**src/rtl/gmac_pkg.sv**
```systemverilog
// ---------------------------------------------------------------------------
// gmac_pkg
//   Shared definitions for the GMAC transmit arbiter:
//   - NUM_CH       : number of frame sources sharing the MAC TX path
//   - ST_*         : arbiter FSM state encoding
//   - onehot_idx() : converts a one-hot channel vector to its channel index
// ---------------------------------------------------------------------------
package gmac_pkg;

  localparam int NUM_CH = 3;

  localparam logic [1:0] ST_IDLE     = 2'd0;
  localparam logic [1:0] ST_WAIT_SOF = 2'd1;
  localparam logic [1:0] ST_XFER     = 2'd2;
  localparam logic [1:0] ST_GAP      = 2'd3;

  // Index of the set bit in a one-hot channel vector (channel 0 when none set).
  function automatic logic [1:0] onehot_idx(input logic [NUM_CH-1:0] oh);
    logic [1:0] idx;
    case (oh)
      3'b010:  idx = 2'd1;
      3'b100:  idx = 2'd2;
      default: idx = 2'd0;
    endcase
    return idx;
  endfunction

endpackage

```
**src/rtl/rr_pick3.sv**
```systemverilog
// ---------------------------------------------------------------------------
// rr_pick3
//   Combinational three-way round-robin picker. The search starts at the
//   channel after the last one served and wraps around.
//   Ports:
//     req  [2:0] in   request vector, bit N = channel N wants the path
//     last [1:0] in   channel served last (3 is treated like 2)
//     gnt  [2:0] out  one-hot winner, all zero when nobody requests
//     any        out  at least one request is present
// ---------------------------------------------------------------------------
module rr_pick3
  import gmac_pkg::*;
(
  input  logic [NUM_CH-1:0] req,
  input  logic [1:0]        last,
  output logic [NUM_CH-1:0] gnt,
  output logic              any
);

  // Priority search rotated by the last-served pointer.
  always_comb begin
    gnt = 3'b000;
    case (last)
      2'd0: begin
        if (req[1])      gnt = 3'b010;
        else if (req[2]) gnt = 3'b100;
        else if (req[0]) gnt = 3'b001;
        else             gnt = 3'b000;
      end
      2'd1: begin
        if (req[2])      gnt = 3'b100;
        else if (req[0]) gnt = 3'b001;
        else if (req[1]) gnt = 3'b010;
        else             gnt = 3'b000;
      end
      default: begin
        if (req[0])      gnt = 3'b001;
        else if (req[1]) gnt = 3'b010;
        else if (req[2]) gnt = 3'b100;
        else             gnt = 3'b000;
      end
    endcase
  end

  assign any = |req;

endmodule

```
**src/rtl/gmac_tx_arbiter.sv**
```systemverilog
// ---------------------------------------------------------------------------
// gmac_tx_arbiter
//   Shares the GMAC transmit path between three frame sources. One frame per
//   grant, round-robin order, registered byte forwarding, inter-frame gap,
//   SoF timeout and maximum-length abort.
//   Ports:
//     CLK, RST                 clock, asynchronous active-high reset
//     ValInN/SoFInN/EoFInN     channel N byte valid / first / last (N=0..2)
//     ReqInN                   channel N requests the transmitter
//     DataInN [7:0]            channel N byte
//     MacReady                 MAC can accept a new frame (sampled in IDLE)
//     ReqConfirm [2:0]         one-hot grant
//     ValOut/SoFOut/EoFOut     forwarded byte qualifiers (EoFOut alone = abort)
//     DataOut [7:0]            forwarded byte, holds while ValOut=0
//     ErrOut                   one-cycle pulse on timeout or abort
// ---------------------------------------------------------------------------
module gmac_tx_arbiter
  import gmac_pkg::*;
#(
  parameter int IFG_CYCLES  = 12,
  parameter int SOF_TIMEOUT = 255,
  parameter int MAX_LEN     = 1500
) (
  input  logic              CLK,
  input  logic              RST,
  input  logic              ValIn0,
  input  logic              SoFIn0,
  input  logic              EoFIn0,
  input  logic              ReqIn0,
  input  logic [7:0]        DataIn0,
  input  logic              ValIn1,
  input  logic              SoFIn1,
  input  logic              EoFIn1,
  input  logic              ReqIn1,
  input  logic [7:0]        DataIn1,
  input  logic              ValIn2,
  input  logic              SoFIn2,
  input  logic              EoFIn2,
  input  logic              ReqIn2,
  input  logic [7:0]        DataIn2,
  input  logic              MacReady,
  output logic [NUM_CH-1:0] ReqConfirm,
  output logic              ValOut,
  output logic              SoFOut,
  output logic              EoFOut,
  output logic [7:0]        DataOut,
  output logic              ErrOut
);

  localparam int CNT_W = $clog2(MAX_LEN + 1);
  localparam int TMR_W = $clog2(SOF_TIMEOUT + 1);
  localparam int GAP_W = $clog2(IFG_CYCLES + 1);

  localparam logic [CNT_W-1:0] CNT_MAX  = CNT_W'(MAX_LEN);
  localparam logic [TMR_W-1:0] TMR_MAX  = TMR_W'(SOF_TIMEOUT);
  // Timeout fires on the cycle that completes SOF_TIMEOUT granted cycles.
  localparam logic [TMR_W-1:0] TMR_LAST = TMR_W'(SOF_TIMEOUT - 1);
  localparam logic [GAP_W-1:0] GAP_LAST = GAP_W'(IFG_CYCLES - 1);

  logic [1:0]        state;
  logic [1:0]        state_next;
  logic [1:0]        ptr;
  logic [CNT_W-1:0]  byte_cnt;
  logic [TMR_W-1:0]  timer;
  logic [GAP_W-1:0]  gap_cnt;

  logic [NUM_CH-1:0] req_vec;
  logic [NUM_CH-1:0] gnt;
  logic              any_req;

  logic              own_val;
  logic              own_sof;
  logic              own_eof;
  logic              own_req;
  logic [7:0]        own_data;

  logic              start_grant;
  logic              ws_drop;
  logic              ws_sof;
  logic              ws_tmo;
  logic              x_abort;
  logic              x_beat;
  logic              gap_done;

  logic [NUM_CH-1:0] conf_next;
  logic              val_next;
  logic              sof_next;
  logic              eof_next;
  logic              err_next;
  logic [7:0]        data_next;

  assign req_vec = {ReqIn2, ReqIn1, ReqIn0};

  rr_pick3 u_pick (
    .req  (req_vec),
    .last (ptr),
    .gnt  (gnt),
    .any  (any_req)
  );

  // Select the current owner's inputs; everyone else is ignored.
  always_comb begin
    own_val  = 1'b0;
    own_sof  = 1'b0;
    own_eof  = 1'b0;
    own_req  = 1'b0;
    own_data = 8'h00;
    case (ptr)
      2'd0: begin
        own_val = ValIn0; own_sof = SoFIn0; own_eof = EoFIn0;
        own_req = ReqIn0; own_data = DataIn0;
      end
      2'd1: begin
        own_val = ValIn1; own_sof = SoFIn1; own_eof = EoFIn1;
        own_req = ReqIn1; own_data = DataIn1;
      end
      default: begin
        own_val = ValIn2; own_sof = SoFIn2; own_eof = EoFIn2;
        own_req = ReqIn2; own_data = DataIn2;
      end
    endcase
  end

  // A dropped request while waiting takes priority over a SoF in the same cycle.
  assign start_grant = (state == ST_IDLE) && MacReady && any_req;
  assign ws_drop     = (state == ST_WAIT_SOF) && !own_req;
  assign ws_sof      = (state == ST_WAIT_SOF) && own_req && own_val && own_sof;
  assign ws_tmo      = (state == ST_WAIT_SOF) && own_req && !ws_sof && (timer == TMR_LAST);
  assign x_abort     = (state == ST_XFER) && own_val && (own_sof || (byte_cnt == CNT_MAX));
  assign x_beat      = (state == ST_XFER) && own_val && !x_abort;
  assign gap_done    = (state == ST_GAP) && (gap_cnt == GAP_LAST);

  // FSM state register.
  always_ff @(posedge CLK or posedge RST) begin
    if (RST) begin
      state <= ST_IDLE;
    end else begin
      state <= state_next;
    end
  end

  // FSM next-state logic.
  always_comb begin
    state_next = state;
    case (state)
      ST_IDLE: begin
        if (start_grant) state_next = ST_WAIT_SOF;
        else             state_next = ST_IDLE;
      end
      ST_WAIT_SOF: begin
        if (ws_drop)     state_next = ST_IDLE;
        else if (ws_sof) state_next = own_eof ? ST_GAP : ST_XFER;
        else if (ws_tmo) state_next = ST_GAP;
        else             state_next = ST_WAIT_SOF;
      end
      ST_XFER: begin
        if (x_abort)                state_next = ST_GAP;
        else if (x_beat && own_eof) state_next = ST_GAP;
        else                        state_next = ST_XFER;
      end
      ST_GAP: begin
        if (gap_done) state_next = ST_IDLE;
        else          state_next = ST_GAP;
      end
      default: state_next = ST_IDLE;
    endcase
  end

  // FSM output logic: next values of the registered outputs.
  always_comb begin
    conf_next = ReqConfirm;
    val_next  = 1'b0;
    sof_next  = 1'b0;
    eof_next  = 1'b0;
    err_next  = 1'b0;
    data_next = DataOut;
    case (state)
      ST_IDLE: begin
        if (start_grant) conf_next = gnt;
        else             conf_next = 3'b000;
      end
      ST_WAIT_SOF: begin
        if (ws_drop) begin
          conf_next = 3'b000;
        end else if (ws_sof) begin
          val_next  = 1'b1;
          sof_next  = 1'b1;
          eof_next  = own_eof;
          data_next = own_data;
          if (own_eof) conf_next = 3'b000;
          else         conf_next = ReqConfirm;
        end else if (ws_tmo) begin
          conf_next = 3'b000;
          err_next  = 1'b1;
        end else begin
          conf_next = ReqConfirm;
        end
      end
      ST_XFER: begin
        if (x_abort) begin
          // Abort terminator: EoF without a valid byte.
          conf_next = 3'b000;
          eof_next  = 1'b1;
          err_next  = 1'b1;
        end else if (x_beat) begin
          val_next  = 1'b1;
          eof_next  = own_eof;
          data_next = own_data;
          if (own_eof) conf_next = 3'b000;
          else         conf_next = ReqConfirm;
        end else begin
          conf_next = ReqConfirm;
        end
      end
      ST_GAP:  conf_next = 3'b000;
      default: conf_next = 3'b000;
    endcase
  end

  // Registered outputs.
  always_ff @(posedge CLK or posedge RST) begin
    if (RST) begin
      ReqConfirm <= 3'b000;
      ValOut     <= 1'b0;
      SoFOut     <= 1'b0;
      EoFOut     <= 1'b0;
      ErrOut     <= 1'b0;
      DataOut    <= 8'h00;
    end else begin
      ReqConfirm <= conf_next;
      ValOut     <= val_next;
      SoFOut     <= sof_next;
      EoFOut     <= eof_next;
      ErrOut     <= err_next;
      DataOut    <= data_next;
    end
  end

  // Last-served pointer, byte counter, SoF timer and gap counter (all saturating).
  always_ff @(posedge CLK or posedge RST) begin
    if (RST) begin
      ptr      <= 2'd2;
      byte_cnt <= '0;
      timer    <= '0;
      gap_cnt  <= '0;
    end else begin
      if (start_grant) ptr <= onehot_idx(gnt);

      if (state == ST_WAIT_SOF) begin
        timer <= (timer == TMR_MAX) ? timer : timer + TMR_W'(1);
      end else begin
        timer <= '0;
      end

      if (ws_sof) begin
        byte_cnt <= CNT_W'(1);
      end else if (x_beat) begin
        byte_cnt <= (byte_cnt == CNT_MAX) ? byte_cnt : byte_cnt + CNT_W'(1);
      end

      if (state == ST_GAP && !gap_done) begin
        gap_cnt <= gap_cnt + GAP_W'(1);
      end else begin
        gap_cnt <= '0;
      end
    end
  end

endmodule

```
**config.mk**
```make
export PLATFORM = sky130hd
export DESIGN_NAME = gmac_tx_arbiter
export DESIGN_NICKNAME = d
export VERILOG_FILES = /design/src/rtl/gmac_pkg.sv /design/src/rtl/rr_pick3.sv /design/src/rtl/gmac_tx_arbiter.sv
export SDC_FILE = /design/constraint.sdc
export NUM_CORES = 1
export LEC_CHECK = 0
export BUFFER_PORTS_ARGS = -buffer_cell sky130_fd_sc_hd__buf_2
export CORE_MARGIN = 2
export CORE_UTILIZATION = 40
export DETAILED_ROUTE_END_ITERATION = 6
export GPL_ROUTABILITY_DRIVEN = 0
export HOLD_SLACK_MARGIN = 0.03
export PLACE_DENSITY = 0.71
export SLEW_MARGIN = 15
export SYNTH_ARGS = -nofsm -noshare
export SYNTH_HDL_FRONTEND = slang
export SYNTH_SLANG_ARGS = --single-unit
```
**constraint.sdc**
```tcl
create_clock -name CLK -period 5.85 [get_ports CLK]
set_clock_uncertainty 0.15 [all_clocks]
set_input_delay 0.2925 -clock CLK [delete_from_list [all_inputs] [get_ports CLK]]
set_output_delay 0.2925 -clock CLK [all_outputs]
set_load 0.005 [all_outputs]
```
# Yosys cells after proc, flatten, opt, wreduce, memory -nomap -nowiden

Cells that the tools add are included.

Bitwise gates (word level): 0
$mul: 0
Order comparisons: 0
Divide/modulo/power cells: 0
Shift operators: 0
Muxes and demuxes: 60
Equality and inequality tests: 18
Reduce and logical (&&, ||, !) cells: 27
Add/subtract/negate cells: 3

Operators with widths:

| kind                                          | count |
|---|---|
| two-way mux 8 bit                             | 6 |
| two-way mux 3 bit                             | 14 |
| two-way mux 11 bit                            | 3 |
| case mux 8 bit (2 select lines)               | 2 |
| two-way mux 1 bit                             | 18 |
| == test 8 bit, second input constant          | 2 |
| logical AND 1 bit                             | 14 |
| case mux 1 bit (2 select lines)               | 7 |
| inequality test 2 bit, second input constant  | 6 |
| case mux 3 bit (4 select lines)               | 1 |
| adder 11 x 1 -> 11 bit, second input constant | 1 |
| == test 11 bit, second input constant         | 1 |
| two-way mux 2 bit                             | 5 |
| adder 8 x 1 -> 8 bit, second input constant   | 1 |
| case mux 2 bit (4 select lines)               | 1 |
| case mux 3 bit (2 select lines)               | 1 |
| AND reduction 5 bit                           | 1 |
| adder 4 x 1 -> 4 bit, second input constant   | 1 |
| == test 2 x 1 -> 1 bit, second input constant | 2 |
| == test 2 bit, second input constant          | 2 |
| == test 4 bit, second input constant          | 1 |
| logical NOT 1 bit                             | 4 |
| logical NOT 2 bit                             | 2 |
| two-way mux 4 bit                             | 1 |
| 9 further kinds                               | 11 |

Latch bits: 0
Memories kept: 0
Input bits: 39
Output and inout bits: 15
Logic and storage cells: 119
Flip-flop bits (word level): 42
ROM bits: 0
Memory bits (writable): 0

# Logic depth before layout (Yosys ltp)

Depth in word-level cells: 12
Mapped depth: 8
Gate-level depth less buffers: 7

# Hierarchy

Synthesis repeated with hierarchy kept, for this count alone.

Cell total of the unflattened synthesis: 272
Area total of the unflattened synthesis: 2586.2 µm²

Modules (own cells, without submodules):

| module          | cells an instance | instances | seq. area each (µm²) | area an instance (µm²) |
|---|---|---|---|---|
| gmac_tx_arbiter | 264               | 1         | 1052.3               | 2528.7 |
| rr_pick3        | 8                 | 1         | 0.0                  | 57.6 |

# Worst setup path after synthesis

OpenSTA, ideal clock, no wires.

Path kind: register to register
From: register state[1]
To: register byte_cnt[9]
Buffers on the path: 3
Library setup time: 0.134 ns
Data required time: 5.566 ns
Path slack: 3.778 ns
Arrival time: 1.788 ns
Period minus slack after synthesis: 2.072 ns
Cell stages (with the launch flop): 9
Cells stage by stage: dfrtp_1 inv_1 ha_1 clkbuf_1 o211ai_1 nor3_2 buf_2 buf_4 a21oi_1

Longest elaborated chain between the ends: 7
Elaborated cells between the ends (all ways): 13
Those cells by class: 3 x eq/ne; 1 x mux; 9 x reduce/logical

RTL lines:

| element                              | RTL line                                       | text |
|---|---|---|
| start: declaration                   | gmac_tx_arbiter.sv:60                          | `logic [1:0] state;` |
| start signal: assignment             | gmac_tx_arbiter.sv:138                         | `state <= state_next;` |
| == test 2 bit                        | gmac_tx_arbiter.sv:129, gmac_tx_arbiter.sv:130 |  |
| logical AND 1 bit                    | gmac_tx_arbiter.sv:129, gmac_tx_arbiter.sv:130 |  |
| logical AND 1 bit                    | gmac_tx_arbiter.sv:129                         | `assign x_abort = (state == ST_XFER) && own_val && (own_sof \|\| (byte_cnt == CNT_MAX));` |
| logical NOT 1 bit                    | gmac_tx_arbiter.sv:130                         | `assign x_beat = (state == ST_XFER) && own_val && !x_abort;` |
| logical AND 1 bit                    | gmac_tx_arbiter.sv:130                         |  |
| nonzero test 2 bit (no source line)  | --                                             |  |
| AND reduction 2 bit (no source line) | --                                             |  |
| end signal: assignment               | gmac_tx_arbiter.sv:258                         | `byte_cnt <= (byte_cnt == CNT_MAX) ? byte_cnt : byte_cnt + CNT_W'(1);` |
| end: declaration                     | gmac_tx_arbiter.sv:63                          | `logic [CNT_W-1:0] byte_cnt;` |

Several ways; a longest one is shown, not always the timed one.
A chain may end at the register's enable or synchronous reset.

# Worst setup path in the final report

From: register ptr[0]
To: register DataOut[1]

Longest elaborated chain between the ends: 8
Elaborated cells between the ends (all ways): 26
Those cells by class: 5 x eq/ne; 9 x mux; 12 x reduce/logical

RTL lines:

| element                                                     | RTL line                                       | text |
|---|---|---|
| start: declaration                                          | gmac_tx_arbiter.sv:62                          | `logic [1:0] ptr;` |
| start signal: assignment                                    | gmac_tx_arbiter.sv:247                         | `if (start_grant) ptr <= onehot_idx(gnt);` |
| == test 2 x 1 -> 1 bit or logical NOT 2 bit (tied branches) | gmac_tx_arbiter.sv:108                         | `case (ptr)` |
| case mux 1 bit (2 select lines)                             | gmac_tx_arbiter.sv:108                         |  |
| logical AND 1 bit or logical OR 1 bit (tied branches)       | gmac_tx_arbiter.sv:129, gmac_tx_arbiter.sv:130 |  |
| logical AND 1 bit                                           | gmac_tx_arbiter.sv:129                         |  |
| logical NOT 1 bit                                           | gmac_tx_arbiter.sv:130                         |  |
| logical AND 1 bit                                           | gmac_tx_arbiter.sv:130                         |  |
| inequality test 2 bit (no source line)                      | --                                             |  |
| AND reduction 5 bit (no source line)                        | --                                             |  |
| end signal: assignment                                      | gmac_tx_arbiter.sv:235                         | `DataOut <= data_next;` |
| end: declaration                                            | gmac_tx_arbiter.sv:46                          | `output logic [7:0] DataOut,` |

Several ways; a longest one is shown, not always the timed one. The select of a mux whose other input is x is not followed.

==> impl_results.md <==
* Crit end category: flop
* Initial Util at 41.2%
* Max-slew violations at 0
* Clock transition at path regs at 80 ps
* Worst Setup Start Kind: flop
* Final Hold Fails at 0
* Seq pwr share at 41.5%
* Violation count after the first detailed-route iteration at 181
* Post-Syn Instances at 280
* Clock network power share at 17.2%
* Die Wd at 84.9 µm
* Synthesized Nets at 329
* Area grow syn2layout at 15.9%
* HP Start: ReqIn1
* Internal power at 0.620 mW
* CP cell instances: mux2i_1, o21ai_1, nor3_2, a211oi_1, a211oi_1
* Sequential-to-total area share from yosys stat at 40.2%
* IO Count at 54
* Root Driver: clkbuf_8
* DP Area at 0.00294 mm²
* Global router's overall resource usage at 18.1%
* DIE AREA at 0.00721 mm²
* Post-synth EDFFs at 0
* Vias in the first global route at 2,166
* Required time worst endpoint at 5900 ps
* Reg2Reg Depth at 5
* Relative slew slack at 40.4%
* Final setup fails at 0
* Post-route setup TNS at 0 ps
* Initial antenna violation count at 0
* Sink Count at 42
* WP data arrival at 2900 ps
* Synth Flop Type: dfrtp_1
* CTS max path bufs at 2
* Antenna-violating nets left at 0
* Switch share at 42.7%
* Most frequent cell after synthesis: dfrtp_1
* Combinational share of power at 41.3%
* Ys Warns at 0
* Synth top area share at 39.2%
* Minimum clock period at 2850 ps
* Largest net degree at the start of global routing at 43
* Hold Crit Endpoint: ptr[0]
* Port-buffer cells at 53
* Achievable Freq at 351 MHz
* Crit Reg-Reg Endpoint: DataOut[1]
* FP Rows at 29
* TritonRoute pass-1 iters at 4
* #FFs+latches synth at 42
* Worst R2R Setup Slack at 3000 ps
* Worst vdd ir at 0.000179 V
* Antenna cells at 0
* # Max-Cap Violations at 0
* FF/Latch Area at 0.00105 mm²
* Yosys top cell by area: dfrtp_1
* Post-DP HPWL at 4510 µm
* Clock latency on the worst-skew pair at 290 ps
* CP peak stage delay at 880 ps
* Final #Nets at 382
* TritonCTS buffer count at 5
* CP max-delay cell: dfrtp_1
* WL/cell at 15.3 µm
* Psw at 0.463 mW
* Layout cells sized above 1 at 22.5%
* Largest cells by area after synthesis: dfrtp_1 (39%), ha_1 (4.8%), mux2i_1 (3.8%), a21oi_1 (3.2%), nor2_1 (3.0%)
* First-pass GRT wire length at 10,600 µm
* R2r startpoint: ptr[0]
* DRC viols at 0
* Cell Pwr Density at 357 mW/mm²
* Async set-reset flop share out of synthesis at 100%
* Final Cell Area at 0.00304 mm²
* Top delay family on crit path: flip-flops
* Post_cts resized at 0
* Core Region at 0.00635 mm²
* TritonCTS clock tree: yes
* Vias at 2,305
* Synth unique cells at 56
* Final worst path period share at 48.7%
* Worst Max-Slew Pin Slew at 889 ps
* Status: finished, final reports clean
* CP dominant cell by count: a211oi_1
* Syn_area_per_cell at 9.35 µm²
* RSZ-0062 raised after global routing: false
* Routed wire length at 6310 µm
* GRT Residual Overflow at 0
* # fillers at 593
* Worst Hold Path Cells at 3
* LEAKAGE at 1.31 nW
* Crit Path Max Fanout at 16
* Synth Cell Area at 0.00262 mm²
* Die height at 84.9 µm
* Routed vias/inst at 5.61
* Worst min path class: primary input to flop
* WS Path Type: flop to flop
* CP bufs+invs at 0
* H-tree levels at 2
* Area occupied by multi-input gates at 0.00146 mm²
* Post-synth top cells: dfrtp_1 (41), nor2_1 (21), nand2_1 (20)
[power groups by stage]
| stage | registers, mW | clock network (mW) | logic (mW) |
|---|---|---|---|
| after floorplan | 0.396 | 0 | 0.379 |
| after global placement | 0.451 | 0 | 0.433 |
| after detailed placement | 0.454 | 0 | 0.445 |
| after CTS | 0.449 | 0.194 | 0.447 |
| after global routing | 0.461 | 0.204 | 0.507 |
| final | 0.449 | 0.186 | 0.448 |
[stage by stage]
step	hold slack, ps	utilization (%)	setup slack (ps)	power [mW]	cells
after floorplan	281	-	3780	0.775	280
after global routing	194	47.8	2770	1.17	411
final	186	47.8	3000	1.08	411
after detailed placement	312	46.3	3080	0.899	402
after global placement	306	46.3	3210	0.884	402
after CTS	178	47.8	3060	1.09	411
[timing repair]
action	4_1_cts	5_1_grt
hold buffers	1	0
hold endpoints to repair	41	0
setup buffers	0	0
[worst register-to-register path, delay by kind of cell, from the launching register on]
kind | cells | cell delay [ps]
AND/OR/NAND/NOR | 1 | 800
AO/OA/AOI/OAI | 3 | 590
flip-flops | 1 | 880
multiplexers | 1 | 350
[worst max path at each step]
stage / slack, ps / from / to / cells after the start
after floorplan: 3780 / state[1] / byte_cnt[9] / 8
after global placement: 3210 / ptr[0] / DataOut[0] / 5
after global routing: 2770 / ptr[0] / DataOut[7] / 5
final: 3000 / ptr[0] / DataOut[1] / 5
after detailed placement: 3080 / ptr[0] / DataOut[6] / 5
after CTS: 3060 / ptr[0] / DataOut[0] / 5
[kinds of logic (layout without fill, tap and decap cells)]
logic type	Yosys count	in the layout	share of synthesized area, %
adders and majority gates	10	10	4.78
buffers and inverters	24	78	4.16
xor gates and xnor gates	10	10	3.34
DFF	42	42	40.2
AOI/OAI and AO/OA	86	86	22.3
muxes	12	12	4.83
and+or+nand+nor	96	96	20.4
[layer usage]
layer	vias up	track usage (%)	wire, µm	part of all wire, %
met5	-	0	0	0
met2	48	28.1	2940	47
met4	0	3.46	41	0.65
li1	1156	-	-	-
met1	1094	26.8	3100	49
met3	7	3.21	228	3.6
[registers in the layout, summed over array words and instances (netlist names)]
name	count
DataOut	8
state	2
ValOut	1
ErrOut	1
ptr	2
gap_cnt	4
timer	8
EoFOut	1
ReqConfirm	3
byte_cnt	11
SoFOut	1
[area by class of cell]
cell class                 instances  area share (%)
inverter                          14            1.73
sequential                        42            34.7
clock inverter                     2           0.453
clock buffer                       6            2.39
timing repair buffer              56            9.56
tap                               77            3.17
multi-input combinational        214            48.0
[placed cells by master (no fill, tap or decap), types with 2 or more instances in the layout]
cell type	instances
and2_1	2
nand2b_1	3
nor3_2	2
buf_4	2
o21ai_0	15
o32ai_1	5
nor2_1	21
ha_1	10
nand3b_1	2
nand4_1	6
o31ai_1	5
a31oi_1	2
buf_2	53
nor3b_1	2
or4_1	3
mux2i_1	10
clkbuf_8	5
a211o_1	2
xnor2_1	6
inv_1	14
nand3_1	10
o22ai_1	9
o211ai_1	4
nor4_1	3
nor2b_1	3
nor3_1	8
xor2_1	4
a211oi_1	9
o21a_1	5
a21oi_1	17
dfrtp_1	41
o21ai_1	2
nand2_1	20
and4_1	3
and3_1	2
Note: power is estimated with default switching activity, not from simulation.
